$ cat src/rtl/instr_prefetch_buffer_pkg.sv
// ---------------------------------------------------------------------------
// processor_pkg
// Shared types and constants for the instruction prefetch path.
//   fetch_state_t    : prefetch request FSM states
//   prefetch_entry_t : one buffered instruction plus the address it came from
//   ADDR_W           : instruction address width
//   nextFetchAddr    : sequential address increment, wrapping at 2^ADDR_W
// ---------------------------------------------------------------------------
package processor_pkg;

  localparam int ADDR_W = 16;

  typedef enum logic [1:0] {
    IDLE  = 2'd0,  // no request outstanding
    FETCH = 2'd1,  // request outstanding, response will be kept
    DRAIN = 2'd2   // request outstanding, response will be dropped
  } fetch_state_t;

  typedef struct packed {
    logic [31:0]       instr;
    logic [ADDR_W-1:0] addr;
  } prefetch_entry_t;

  // Natural truncation to ADDR_W bits gives the modulo-2^16 wrap.
  function automatic logic [ADDR_W-1:0] nextFetchAddr(input logic [ADDR_W-1:0] addr,
                                                      input int step);
    return addr + ADDR_W'(step);
  endfunction

endpackage

$ cat src/rtl/instr_prefetch_buffer_if.sv
// ---------------------------------------------------------------------------
// instr_prefetch_buffer_if
// Bundles the fetch-stage and instruction-memory signals of the prefetcher.
//   master : prefetcher side (drives MemReq/MemAddr and the Instr* outputs)
//   slave  : environment side (fetch stage + memory)
// Fetch stage : Redirect, RedirectAddr, Take -> ; <- InstrOut, InstrOutAddr, InstrValid
// Memory      : MemReq, MemAddr -> ; <- MemAck, MemRData
// ---------------------------------------------------------------------------
interface instr_prefetch_buffer_if;
  import processor_pkg::*;

  logic              Redirect;
  logic [ADDR_W-1:0] RedirectAddr;
  logic              Take;
  logic [31:0]       InstrOut;
  logic [ADDR_W-1:0] InstrOutAddr;
  logic              InstrValid;
  logic              MemReq;
  logic [ADDR_W-1:0] MemAddr;
  logic              MemAck;
  logic [31:0]       MemRData;

  modport master (
    input  Redirect, RedirectAddr, Take, MemAck, MemRData,
    output InstrOut, InstrOutAddr, InstrValid, MemReq, MemAddr
  );

  modport slave (
    output Redirect, RedirectAddr, Take, MemAck, MemRData,
    input  InstrOut, InstrOutAddr, InstrValid, MemReq, MemAddr
  );

endinterface

$ cat src/rtl/instr_prefetch_buffer_fifo.sv
// ---------------------------------------------------------------------------
// prefetch_fifo
// Synchronous circular FIFO of prefetch_entry_t.
//   clk, rst : clock, asynchronous active-high reset
//   push/din : write din at the tail (ignored when full)
//   pop      : advance the head (ignored when empty, so no underflow)
//   clear    : empty the FIFO; overrides push and pop
//   count    : number of valid entries (0..DEPTH)
//   head     : entry at the head, read straight from storage
// ---------------------------------------------------------------------------
module prefetch_fifo
  import processor_pkg::*;
#(
  parameter  int DEPTH = 4,
  localparam int PTR_W = $clog2(DEPTH),
  localparam int CNT_W = PTR_W + 1
) (
  input  logic            clk,
  input  logic            rst,
  input  logic            push,
  input  logic            pop,
  input  logic            clear,
  input  prefetch_entry_t din,
  output logic [CNT_W-1:0] count,
  output prefetch_entry_t head
);

  prefetch_entry_t  mem [DEPTH];
  logic [PTR_W-1:0] wrPtr;
  logic [PTR_W-1:0] rdPtr;
  logic             pushEff;
  logic             popEff;

  assign pushEff = push && (count != CNT_W'(DEPTH));
  assign popEff  = pop  && (count != CNT_W'(0));
  assign head    = mem[rdPtr];

  // Storage, pointers and occupancy; DEPTH is a power of two so pointers wrap freely.
  always_ff @(posedge clk or posedge rst) begin
    if (rst) begin
      wrPtr <= PTR_W'(0);
      rdPtr <= PTR_W'(0);
      count <= CNT_W'(0);
      for (int i = 0; i < DEPTH; i++) begin
        mem[i] <= '{instr: 32'h0000_0000, addr: {ADDR_W{1'b0}}};
      end
    end else if (clear) begin
      wrPtr <= PTR_W'(0);
      rdPtr <= PTR_W'(0);
      count <= CNT_W'(0);
    end else begin
      if (pushEff) begin
        mem[wrPtr] <= din;
        wrPtr      <= wrPtr + PTR_W'(1);
      end else begin
        wrPtr <= wrPtr;
      end
      if (popEff) begin
        rdPtr <= rdPtr + PTR_W'(1);
      end else begin
        rdPtr <= rdPtr;
      end
      case ({pushEff, popEff})
        2'b10:   count <= count + CNT_W'(1);
        2'b01:   count <= count - CNT_W'(1);
        default: count <= count;  // idle, or push+pop balancing out
      endcase
    end
  end

endmodule

$ cat src/rtl/instr_prefetch_buffer.sv
// ---------------------------------------------------------------------------
// instr_prefetch_buffer
// Sequential instruction prefetcher: keeps up to DEPTH instructions buffered
// ahead of the fetch stage with at most one memory request in flight.
//   Clock, Reset : clock, asynchronous active-high reset
//   bus (master) : Redirect/RedirectAddr/Take from the fetch stage,
//                  InstrOut/InstrOutAddr/InstrValid to the fetch stage,
//                  MemReq/MemAddr to memory, MemAck/MemRData from memory
// Parameters: DEPTH (FIFO entries, power of two >= 2), ADDR_STEP (bytes/word)
// ---------------------------------------------------------------------------
module instr_prefetch_buffer
  import processor_pkg::*;
#(
  parameter int DEPTH     = 4,
  parameter int ADDR_STEP = 4
) (
  input logic                     Clock,
  input logic                     Reset,
  instr_prefetch_buffer_if.master bus
);

  localparam int CNT_W = $clog2(DEPTH) + 1;

  fetch_state_t      state;
  fetch_state_t      nextState;
  logic [ADDR_W-1:0] fetchAddr;      // address of the current/next sequential request
  logic [ADDR_W-1:0] fetchAddrNext;
  logic              memReq;
  logic              memReqNext;
  logic [ADDR_W-1:0] memAddr;
  logic [ADDR_W-1:0] memAddrNext;
  logic              fifoPush;
  logic              fifoPop;
  logic [CNT_W-1:0]  count;
  logic [CNT_W-1:0]  countAfterPush;
  prefetch_entry_t   head;
  prefetch_entry_t   pushEntry;
  logic              popEff;
  logic              roomNow;
  logic              roomAfterPush;

  // Redirect wins over Take; an empty FIFO ignores Take.
  assign popEff         = bus.Take && !bus.Redirect && (count != CNT_W'(0));
  // Occupancy once the acked word lands; the outstanding slot is freed by the ack.
  assign countAfterPush = count + CNT_W'(1) - (popEff ? CNT_W'(1) : CNT_W'(0));
  assign roomNow        = (count < CNT_W'(DEPTH));
  assign roomAfterPush  = (countAfterPush < CNT_W'(DEPTH));
  assign pushEntry      = '{instr: bus.MemRData, addr: memAddr};

  prefetch_fifo #(.DEPTH(DEPTH)) uFifo (
    .clk   (Clock),
    .rst   (Reset),
    .push  (fifoPush),
    .pop   (fifoPop),
    .clear (bus.Redirect),
    .din   (pushEntry),
    .count (count),
    .head  (head)
  );

  // FSM state register.
  always_ff @(posedge Clock or posedge Reset) begin
    if (Reset) begin
      state <= IDLE;
    end else begin
      state <= nextState;
    end
  end

  // FSM next-state decode.
  always_comb begin
    nextState = state;
    case (state)
      IDLE: begin
        if (bus.Redirect || roomNow) begin
          nextState = FETCH;
        end else begin
          nextState = IDLE;
        end
      end
      FETCH: begin
        if (bus.MemAck) begin
          if (bus.Redirect || roomAfterPush) begin
            nextState = FETCH;
          end else begin
            nextState = IDLE;
          end
        end else if (bus.Redirect) begin
          nextState = DRAIN;
        end else begin
          nextState = FETCH;
        end
      end
      DRAIN: begin
        if (bus.MemAck) begin
          nextState = FETCH;
        end else begin
          nextState = DRAIN;
        end
      end
      default: nextState = IDLE;
    endcase
  end

  // FSM outputs: FIFO push/pop and next values of the request registers.
  always_comb begin
    fetchAddrNext = fetchAddr;
    memReqNext    = memReq;
    memAddrNext   = memAddr;
    fifoPush      = 1'b0;
    fifoPop       = popEff;
    case (state)
      IDLE: begin
        if (bus.Redirect) begin
          fetchAddrNext = bus.RedirectAddr;
          memReqNext    = 1'b1;
          memAddrNext   = bus.RedirectAddr;
        end else if (roomNow) begin
          memReqNext  = 1'b1;
          memAddrNext = fetchAddr;
        end else begin
          memReqNext = 1'b0;
        end
      end
      FETCH: begin
        if (bus.MemAck) begin
          if (bus.Redirect) begin
            // Acked word belongs to the old stream: drop it and restart.
            fetchAddrNext = bus.RedirectAddr;
            memReqNext    = 1'b1;
            memAddrNext   = bus.RedirectAddr;
          end else begin
            fifoPush      = 1'b1;
            fetchAddrNext = nextFetchAddr(fetchAddr, ADDR_STEP);
            if (roomAfterPush) begin
              memReqNext  = 1'b1;
              memAddrNext = nextFetchAddr(fetchAddr, ADDR_STEP);
            end else begin
              memReqNext = 1'b0;
            end
          end
        end else if (bus.Redirect) begin
          // Request stays on the bus unchanged; only the restart point moves.
          fetchAddrNext = bus.RedirectAddr;
        end else begin
          fetchAddrNext = fetchAddr;
        end
      end
      DRAIN: begin
        if (bus.MemAck) begin
          // Stale word dropped; launch the redirected request in the same cycle.
          fetchAddrNext = bus.Redirect ? bus.RedirectAddr : fetchAddr;
          memReqNext    = 1'b1;
          memAddrNext   = bus.Redirect ? bus.RedirectAddr : fetchAddr;
        end else if (bus.Redirect) begin
          fetchAddrNext = bus.RedirectAddr;
        end else begin
          fetchAddrNext = fetchAddr;
        end
      end
      default: begin
        memReqNext = 1'b0;
      end
    endcase
  end

  // Request and fetch-address registers.
  always_ff @(posedge Clock or posedge Reset) begin
    if (Reset) begin
      fetchAddr <= {ADDR_W{1'b0}};
      memReq    <= 1'b0;
      memAddr   <= {ADDR_W{1'b0}};
    end else begin
      fetchAddr <= fetchAddrNext;
      memReq    <= memReqNext;
      memAddr   <= memAddrNext;
    end
  end

  assign bus.MemReq       = memReq;
  assign bus.MemAddr      = memAddr;
  assign bus.InstrValid   = (count != CNT_W'(0));
  assign bus.InstrOut     = head.instr;
  assign bus.InstrOutAddr = head.addr;

endmodule
$ cat src/flat_wrapper.sv
// flat-port wrapper written by rule: the top's interface ports become plain ports
module instr_prefetch_buffer_flat import processor_pkg::*;
#(
  parameter int DEPTH     = 4,
  parameter int ADDR_STEP = 4
)
  (Clock, Reset, bus_Redirect, bus_RedirectAddr, bus_Take, bus_MemAck, bus_MemRData, bus_InstrOut, bus_InstrOutAddr, bus_InstrValid, bus_MemReq, bus_MemAddr);
  instr_prefetch_buffer_if bus_i ();
  input logic Clock;
  input logic Reset;
  input wire logic [$bits(bus_i.Redirect)-1:0] bus_Redirect;
  input wire logic [$bits(bus_i.RedirectAddr)-1:0] bus_RedirectAddr;
  input wire logic [$bits(bus_i.Take)-1:0] bus_Take;
  input wire logic [$bits(bus_i.MemAck)-1:0] bus_MemAck;
  input wire logic [$bits(bus_i.MemRData)-1:0] bus_MemRData;
  output wire logic [$bits(bus_i.InstrOut)-1:0] bus_InstrOut;
  output wire logic [$bits(bus_i.InstrOutAddr)-1:0] bus_InstrOutAddr;
  output wire logic [$bits(bus_i.InstrValid)-1:0] bus_InstrValid;
  output wire logic [$bits(bus_i.MemReq)-1:0] bus_MemReq;
  output wire logic [$bits(bus_i.MemAddr)-1:0] bus_MemAddr;
  assign bus_i.Redirect = bus_Redirect;
  assign bus_i.RedirectAddr = bus_RedirectAddr;
  assign bus_i.Take = bus_Take;
  assign bus_i.MemAck = bus_MemAck;
  assign bus_i.MemRData = bus_MemRData;
  assign bus_InstrOut = bus_i.InstrOut;
  assign bus_InstrOutAddr = bus_i.InstrOutAddr;
  assign bus_InstrValid = bus_i.InstrValid;
  assign bus_MemReq = bus_i.MemReq;
  assign bus_MemAddr = bus_i.MemAddr;
  instr_prefetch_buffer #(.DEPTH(DEPTH), .ADDR_STEP(ADDR_STEP)) u_core (.Clock(Clock), .Reset(Reset), .bus(bus_i));
endmodule
$ cat config.mk
export PLATFORM = sky130hd
export DESIGN_NAME = instr_prefetch_buffer_flat
export DESIGN_NICKNAME = d
export VERILOG_FILES = /design/src/rtl/instr_prefetch_buffer_pkg.sv /design/src/rtl/instr_prefetch_buffer_if.sv /design/src/rtl/instr_prefetch_buffer_fifo.sv /design/src/rtl/instr_prefetch_buffer.sv /design/src/flat_wrapper.sv
export SDC_FILE = /design/constraint.sdc
export NUM_CORES = 1
export LEC_CHECK = 0
export ABC_AREA = 1
export CORE_MARGIN = 2
export CORE_UTILIZATION = 40
export DETAILED_ROUTE_END_ITERATION = 8
export RECOVER_POWER = 100
export SETUP_SLACK_MARGIN = 0.3
export SYNTH_ARGS = -nofsm -noshare
export SYNTH_HDL_FRONTEND = slang
export SYNTH_SLANG_ARGS = --single-unit
export TNS_END_PERCENT = 5
$ cat constraint.sdc
create_clock -name Clock -period 10.58 [get_ports Clock]
set_clock_uncertainty 0.15 [all_clocks]
set_input_delay 2.116 -clock Clock [delete_from_list [all_inputs] [get_ports Clock]]
set_output_delay 2.116 -clock Clock [all_outputs]
set_load 0.005 [all_outputs]
==> impl_metrics.tcl, run 1 <==
set metrics [dict create \
    status "complete, but fails checks" \
    violations "max-capacitance violations, max-slew violations" \
    dieArea_um2 29000 \
    antenna_cells 0 \
    cts_tree "done" \
    cts_made_buffers 26 \
    cts.reportedPaths.clkPinSlew_ns 0.06 \
    dpl_cell_area_um2 12300 \
    hold_viol 0 \
    cap_violations 8 \
    async_flop_share 1.00 \
    synth_edf_count 0 \
    power_frac_seq 0.383 \
    viasPerCell 5.08 \
    worst-setup-path-type "reg2out" \
    cp.arrival_ns 5.40 \
    drive_gt1_frac 0.0375 \
    synthFlopType "dfrtp_1" \
    fin_crit_sh 0.724 \
    switching_share 0.356 \
    fin_crit_ns 7.66 \
    gp_congestion 0.850 \
    clock.fmax_ghz 0.130 \
    rows 60 \
    grt_pass1_wl_um 46000 \
    worst_pin_slew_ns 5.42 \
    final_common_cell "nand2_1" \
    cp_max_fo 49 \
    stdcell_area_um2 13100 \
    ff2ff_setup_slack_ns 6.28 \
    htreeDepth 1 \
    setup_violations 0 \
    synth_seq_cells 234 \
    tns_ns 0 \
    syn-num-nets 1414 \
    p_leak_nw 6.15 \
    dp_hpwl_um 16300 \
    pin_count 119 \
    start_util 0.409 \
    die_y_um 170 \
    ir_drop_mv 0.130 \
    ctsHoldBuffers 0 \
    wl_per_cell_um 15.4 \
    pwr-share-clk 0.253 \
    p_int_mw 2.34 \
    maxSlewHeadroom -2.63 \
    comb_power_share 0.364 \
    nets 1482 \
    overflow 0 \
    clock_sink_count 234 \
    track_usage 0.194 \
    layout_common_cells "nand2_1, o21ai_0, dfrtp_1, nor2_1, inv_1" \
    powerDensity_nw_per_um2 278 \
    clock_path_buffers 3 \
    syn2layout_area_growth_pct 17.8 \
    antenna_found_initial 0 \
    synthCells 1353 \
    yosysUniqueCellTypes 30 \
    cts_root_buf "clkbuf_16" \
    n_fill_cell 2697 \
    grt_max_degree 124 \
    drc_errors 0 \
    drt_iter0_drc 675 \
    post_cts_resize_count 0 \
    die_x_um 170 \
    synth.avg_cell_area_um2 8.19 \
    final-seq-area_um2 5860 \
    post-cts-setup-buffers 0 \
    cp-end-kind "output port" \
    core_area_um2 27100 \
    ys_seq_area_frac 0.529 \
    worstPathRequired_ns 8.31 \
    finalMaxSlewViolations 625 \
    grt_pass1_vias 8895 \
    io_buffers 118 \
    yosysWarnings 0 \
    first_pass_iters 5 \
    routed_wl_um 27800 \
    p_switching_mw 1.29 \
    cp-start-kind "flop" \
    vias 9204 \
    multi_input_area_um2 4270 \
    ant_nets 0 \
    hold_class "reg2reg" \
    rsz0062_at_grt "false" \
    netlist_area_um2 11100 \
    insertion_delay_ns 0.51 \
]
-- power by group through the flow --
| stage | clock network, mW | registers [mW] | logic, mW |
|---|---|---|---|
| CTS | 0.938 | 1.39 | 1.44 |
| finish | 0.917 | 1.39 | 1.32 |
| global route | 0.982 | 1.43 | 1.51 |
| global placement | 0 | 1.40 | 1.42 |
| detailed placement | 0 | 1.40 | 1.43 |
| floorplan | 0 | 1.35 | 0.889 |
-- logic make-up after synthesis --
group	count (synthesis)	synth area share
AND/OR/NAND/NOR	527	0.189
AO/OA/AOI/OAI	404	0.192
flip-flops	234	0.529
buffers and inverters	178	0.0794
adder cells (fa/ha/maj)	8	0.00903
XOR/XNOR	2	0.00158
-- stage by stage --
stage	hold WS, ns	worst slack, ns	util	power (mW)	instances
final	0.328	2.92	0.482	3.63	1813
after detailed placement	0.319	5.48	0.453	2.83	1765
after global placement	0.310	5.50	0.453	2.81	1765
after CTS	0.334	5.17	0.485	3.77	1813
after global routing	0.349	2.51	0.482	3.92	1813
after floorplan	0.298	1.90	-	2.24	1353
-- layout make-up --
class,count,area share
Clock buffer,39,0.0598
Timing Repair Buffer,126,0.0939
Tap cell,372,0.0357
Sequential cell,234,0.449
Clock inverter,9,0.00795
Inverter,92,0.0268
Multi-Input combinational cell,941,0.327
-- synthesized netlist by cell type (2+ instances only) --
cell type,count,area share
nand4_1,12,0.0068
buf_2,29,0.013
buf_6,22,0.022
o21ai_1,161,0.073
inv_1,88,0.030
o21ai_2,8,0.0063
clkbuf_1,34,0.012
nand2_1,340,0.12
nand3_1,24,0.011
dfrtp_1,234,0.53
inv_4,2,0.0011
o211ai_1,2,0.0014
a21oi_1,8,0.0036
nand2_2,2,0.0011
nand2_4,5,0.0051
o21ai_0,170,0.077
ha_1,8,0.0090
nor2_1,140,0.047
o22ai_1,53,0.030
-- worst max-delay path: stages, from the launching register on --
cell and delay (ns):
dfrtp_1 0.31, clkbuf_1 1.68, inv_1 0.99, clkbuf_1 0.82, o21ai_0 0.30, o22ai_1 0.15, dlygate4sd3_1 0.60
-- flip-flops by register name, indices dropped and copies added, names as in the netlist --
signal              count
u_core.uFifo.mem      192
u_core.bus.MemAddr     16
u_core.fetchAddr       16
u_core.uFifo.count      3
u_core.state            2
u_core.uFifo.rdPtr      2
u_core.uFifo.wrPtr      2
u_core.bus.MemReq       1
-- final timing paths --
kind / cells after the start / endpoint / start
max: 6 / bus_InstrOut[16] / u_core.uFifo.rdPtr[1]
min: 2 / u_core.uFifo.mem[115] / u_core.uFifo.mem[115]
max reg2reg: 6 / u_core.uFifo.mem[131] / u_core.state[0]
min reg2reg: 2 / u_core.uFifo.mem[115] / u_core.uFifo.mem[115]
max in group asynchronous: 4 / u_core.uFifo.mem[107] / Reset
min in group asynchronous: 2 / u_core.uFifo.mem[189] / Reset
-- routing by layer --
metal / part of all wire / wire length (µm) / global-route usage / vias to the layer above
met5: 0 / 0 / 0 / -
li1: - / - / - / 4583
met4: 0.013 / 371 / 0.0398 / 0
met2: 0.45 / 12400 / 0.307 / 271
met3: 0.060 / 1680 / 0.0256 / 31
met1: 0.48 / 13400 / 0.286 / 4319
(Power assumes the default switching activity.)
==> run 2: changes to the inputs <==
==> constraint.sdc (replaced) <==
create_clock -name Clock -period 7.35 [get_ports Clock]
set_clock_uncertainty 0.15 [all_clocks]
set_input_delay 1.47 -clock Clock [delete_from_list [all_inputs] [get_ports Clock]]
set_output_delay 1.47 -clock Clock [all_outputs]
set_load 0.005 [all_outputs]
==> impl_metrics.tcl, run 2 (same netlist as run 1, synthesis figures left out) <==
set metrics [dict create \
    status "complete, but fails checks" \
    violations "max-capacitance violations, max-slew violations" \
    dpl_cell_area_um2 12300 \
    htreeDepth 1 \
    p_switching_mw 1.86 \
    final_common_cell "nand2_1" \
    ant_nets 0 \
    powerDensity_nw_per_um2 401 \
    antenna_found_initial 0 \
    gp_congestion 0.857 \
    rows 60 \
    setup_violations 0 \
    place_ws_ns 2.56 \
    worst-setup-path-type "reg2out" \
    p_int_mw 3.38 \
    largest-register "u_core.uFifo.mem" \
    pwr-share-clk 0.261 \
    antenna_cells 0 \
    wl_per_cell_um 15.3 \
    clock.fmax_ghz 0.171 \
    maxSlewHeadroom -0.915 \
    cp.arrival_ns 4.24 \
    rsz0062_at_grt "false" \
    cp-end-kind "output port" \
    grt_pass1_vias 8700 \
    grt_max_degree 115 \
    drive_gt1_frac 0.0390 \
    ir_drop_mv 0.174 \
    ctsHoldBuffers 0 \
    die_x_um 170 \
    grt_pass1_wl_um 45600 \
    drc_errors 0 \
    worst_slack_ns 1.49 \
    dieArea_um2 29000 \
    finalMaxSlewViolations 549 \
    power_frac_seq 0.394 \
    start_util 0.409 \
    first_pass_iters 5 \
    clock_path_buffers 3 \
    io_buffers 118 \
    cts_tree "done" \
    p_leak_nw 6.18 \
    cts.reportedPaths.clkPinSlew_ns 0.06 \
    die_y_um 170 \
    worstPathRequired_ns 5.73 \
    track_usage 0.193 \
    fin_crit_sh 0.797 \
    fin_crit_ns 5.86 \
    syn2layout_area_growth_pct 17.9 \
    switching_share 0.356 \
    hold_viol 0 \
    vias 9177 \
    post-cts-setup-buffers 0 \
    drt_iter0_drc 752 \
    viasPerCell 5.08 \
    pin_count 119 \
    cts_root_buf "clkbuf_16" \
    post_cts_resize_count 0 \
    nets 1479 \
    core_area_um2 27100 \
    cap_violations 6 \
    stdcell_area_um2 13100 \
    multi_input_area_um2 4280 \
    final-seq-area_um2 5860 \
    overflow 0 \
    dp_hpwl_um 16100 \
    insertion_delay_ns 0.53 \
    cp_max_fo 99 \
    hold_class "reg2reg" \
    largest_register_ffs 192 \
    tns_ns 0 \
    cp-start-kind "flop" \
    clock_sink_count 234 \
    comb_power_share 0.346 \
    layout_common_cells "nand2_1, o21ai_0, dfrtp_1, nor2_1, inv_1" \
    routed_wl_um 27700 \
    n_fill_cell 2705 \
    cts_made_buffers 27 \
    worst_pin_slew_ns 2.87 \
]
-- run 2: metrics by stage --
stage	cells	power [mW]	hold slack [ns]	util
after CTS	1808	5.46	0.333	0.486
after detailed placement	1761	4.08	0.318	0.452
final	1808	5.24	0.328	0.482
after floorplan	1353	3.22	0.298	-
after global routing	1808	5.66	0.350	0.482
after global placement	1761	4.04	0.316	0.452
-- run 2: routing by layer --
layer | vias to the layer above | share of wire | global-route usage
met1 | 4312 | 0.49 | 0.282
met5 | - | 0 | 0
li1 | 4577 | - | -
met3 | 35 | 0.055 | 0.0335
met2 | 253 | 0.43 | 0.299
met4 | 0 | 0.021 | 0.0472
-- run 2: power groups by stage --
stage	sequential, mW	combinational (mW)	clock (mW)
after global routing	2.12	2.09	1.44
after global placement	2.07	1.97	0
after CTS	2.06	2.01	1.39
final	2.06	1.81	1.37
after detailed placement	2.07	2.00	0
after floorplan	1.94	1.28	0
-- run 2: layout make-up --
type / count / area share
Tap cell: 372 / 0.0356
Multi-Input combinational cell: 941 / 0.328
Clock inverter: 6 / 0.00805
Inverter: 92 / 0.0269
Timing Repair Buffer: 122 / 0.0920
Clock buffer: 41 / 0.0611
Sequential cell: 234 / 0.449
-- run 2: worst paths after layout --
check	startpoint	endpoint	slack (ns)	cells past startpoint
max	u_core.uFifo.rdPtr[0]	bus_InstrOutAddr[5]	1.49	5
min	u_core.uFifo.mem[103]	u_core.uFifo.mem[103]	0.33	2
min in group asynchronous	Reset	u_core.uFifo.mem[97]	1.44	2
min reg2reg	u_core.uFifo.mem[103]	u_core.uFifo.mem[103]	0.33	2
max in group asynchronous	Reset	u_core.uFifo.rdPtr[0]	2.01	3
max reg2reg	u_core.state[0]	u_core.uFifo.mem[134]	4.00	6
-- run 2: critical path, cell delays in order (launching register included) --
cell and delay, ns:
dfrtp_4 0.84, inv_1 1.16, buf_4 0.65, o21ai_0 0.17
o22ai_1 0.20, dlygate4sd3_1 0.64
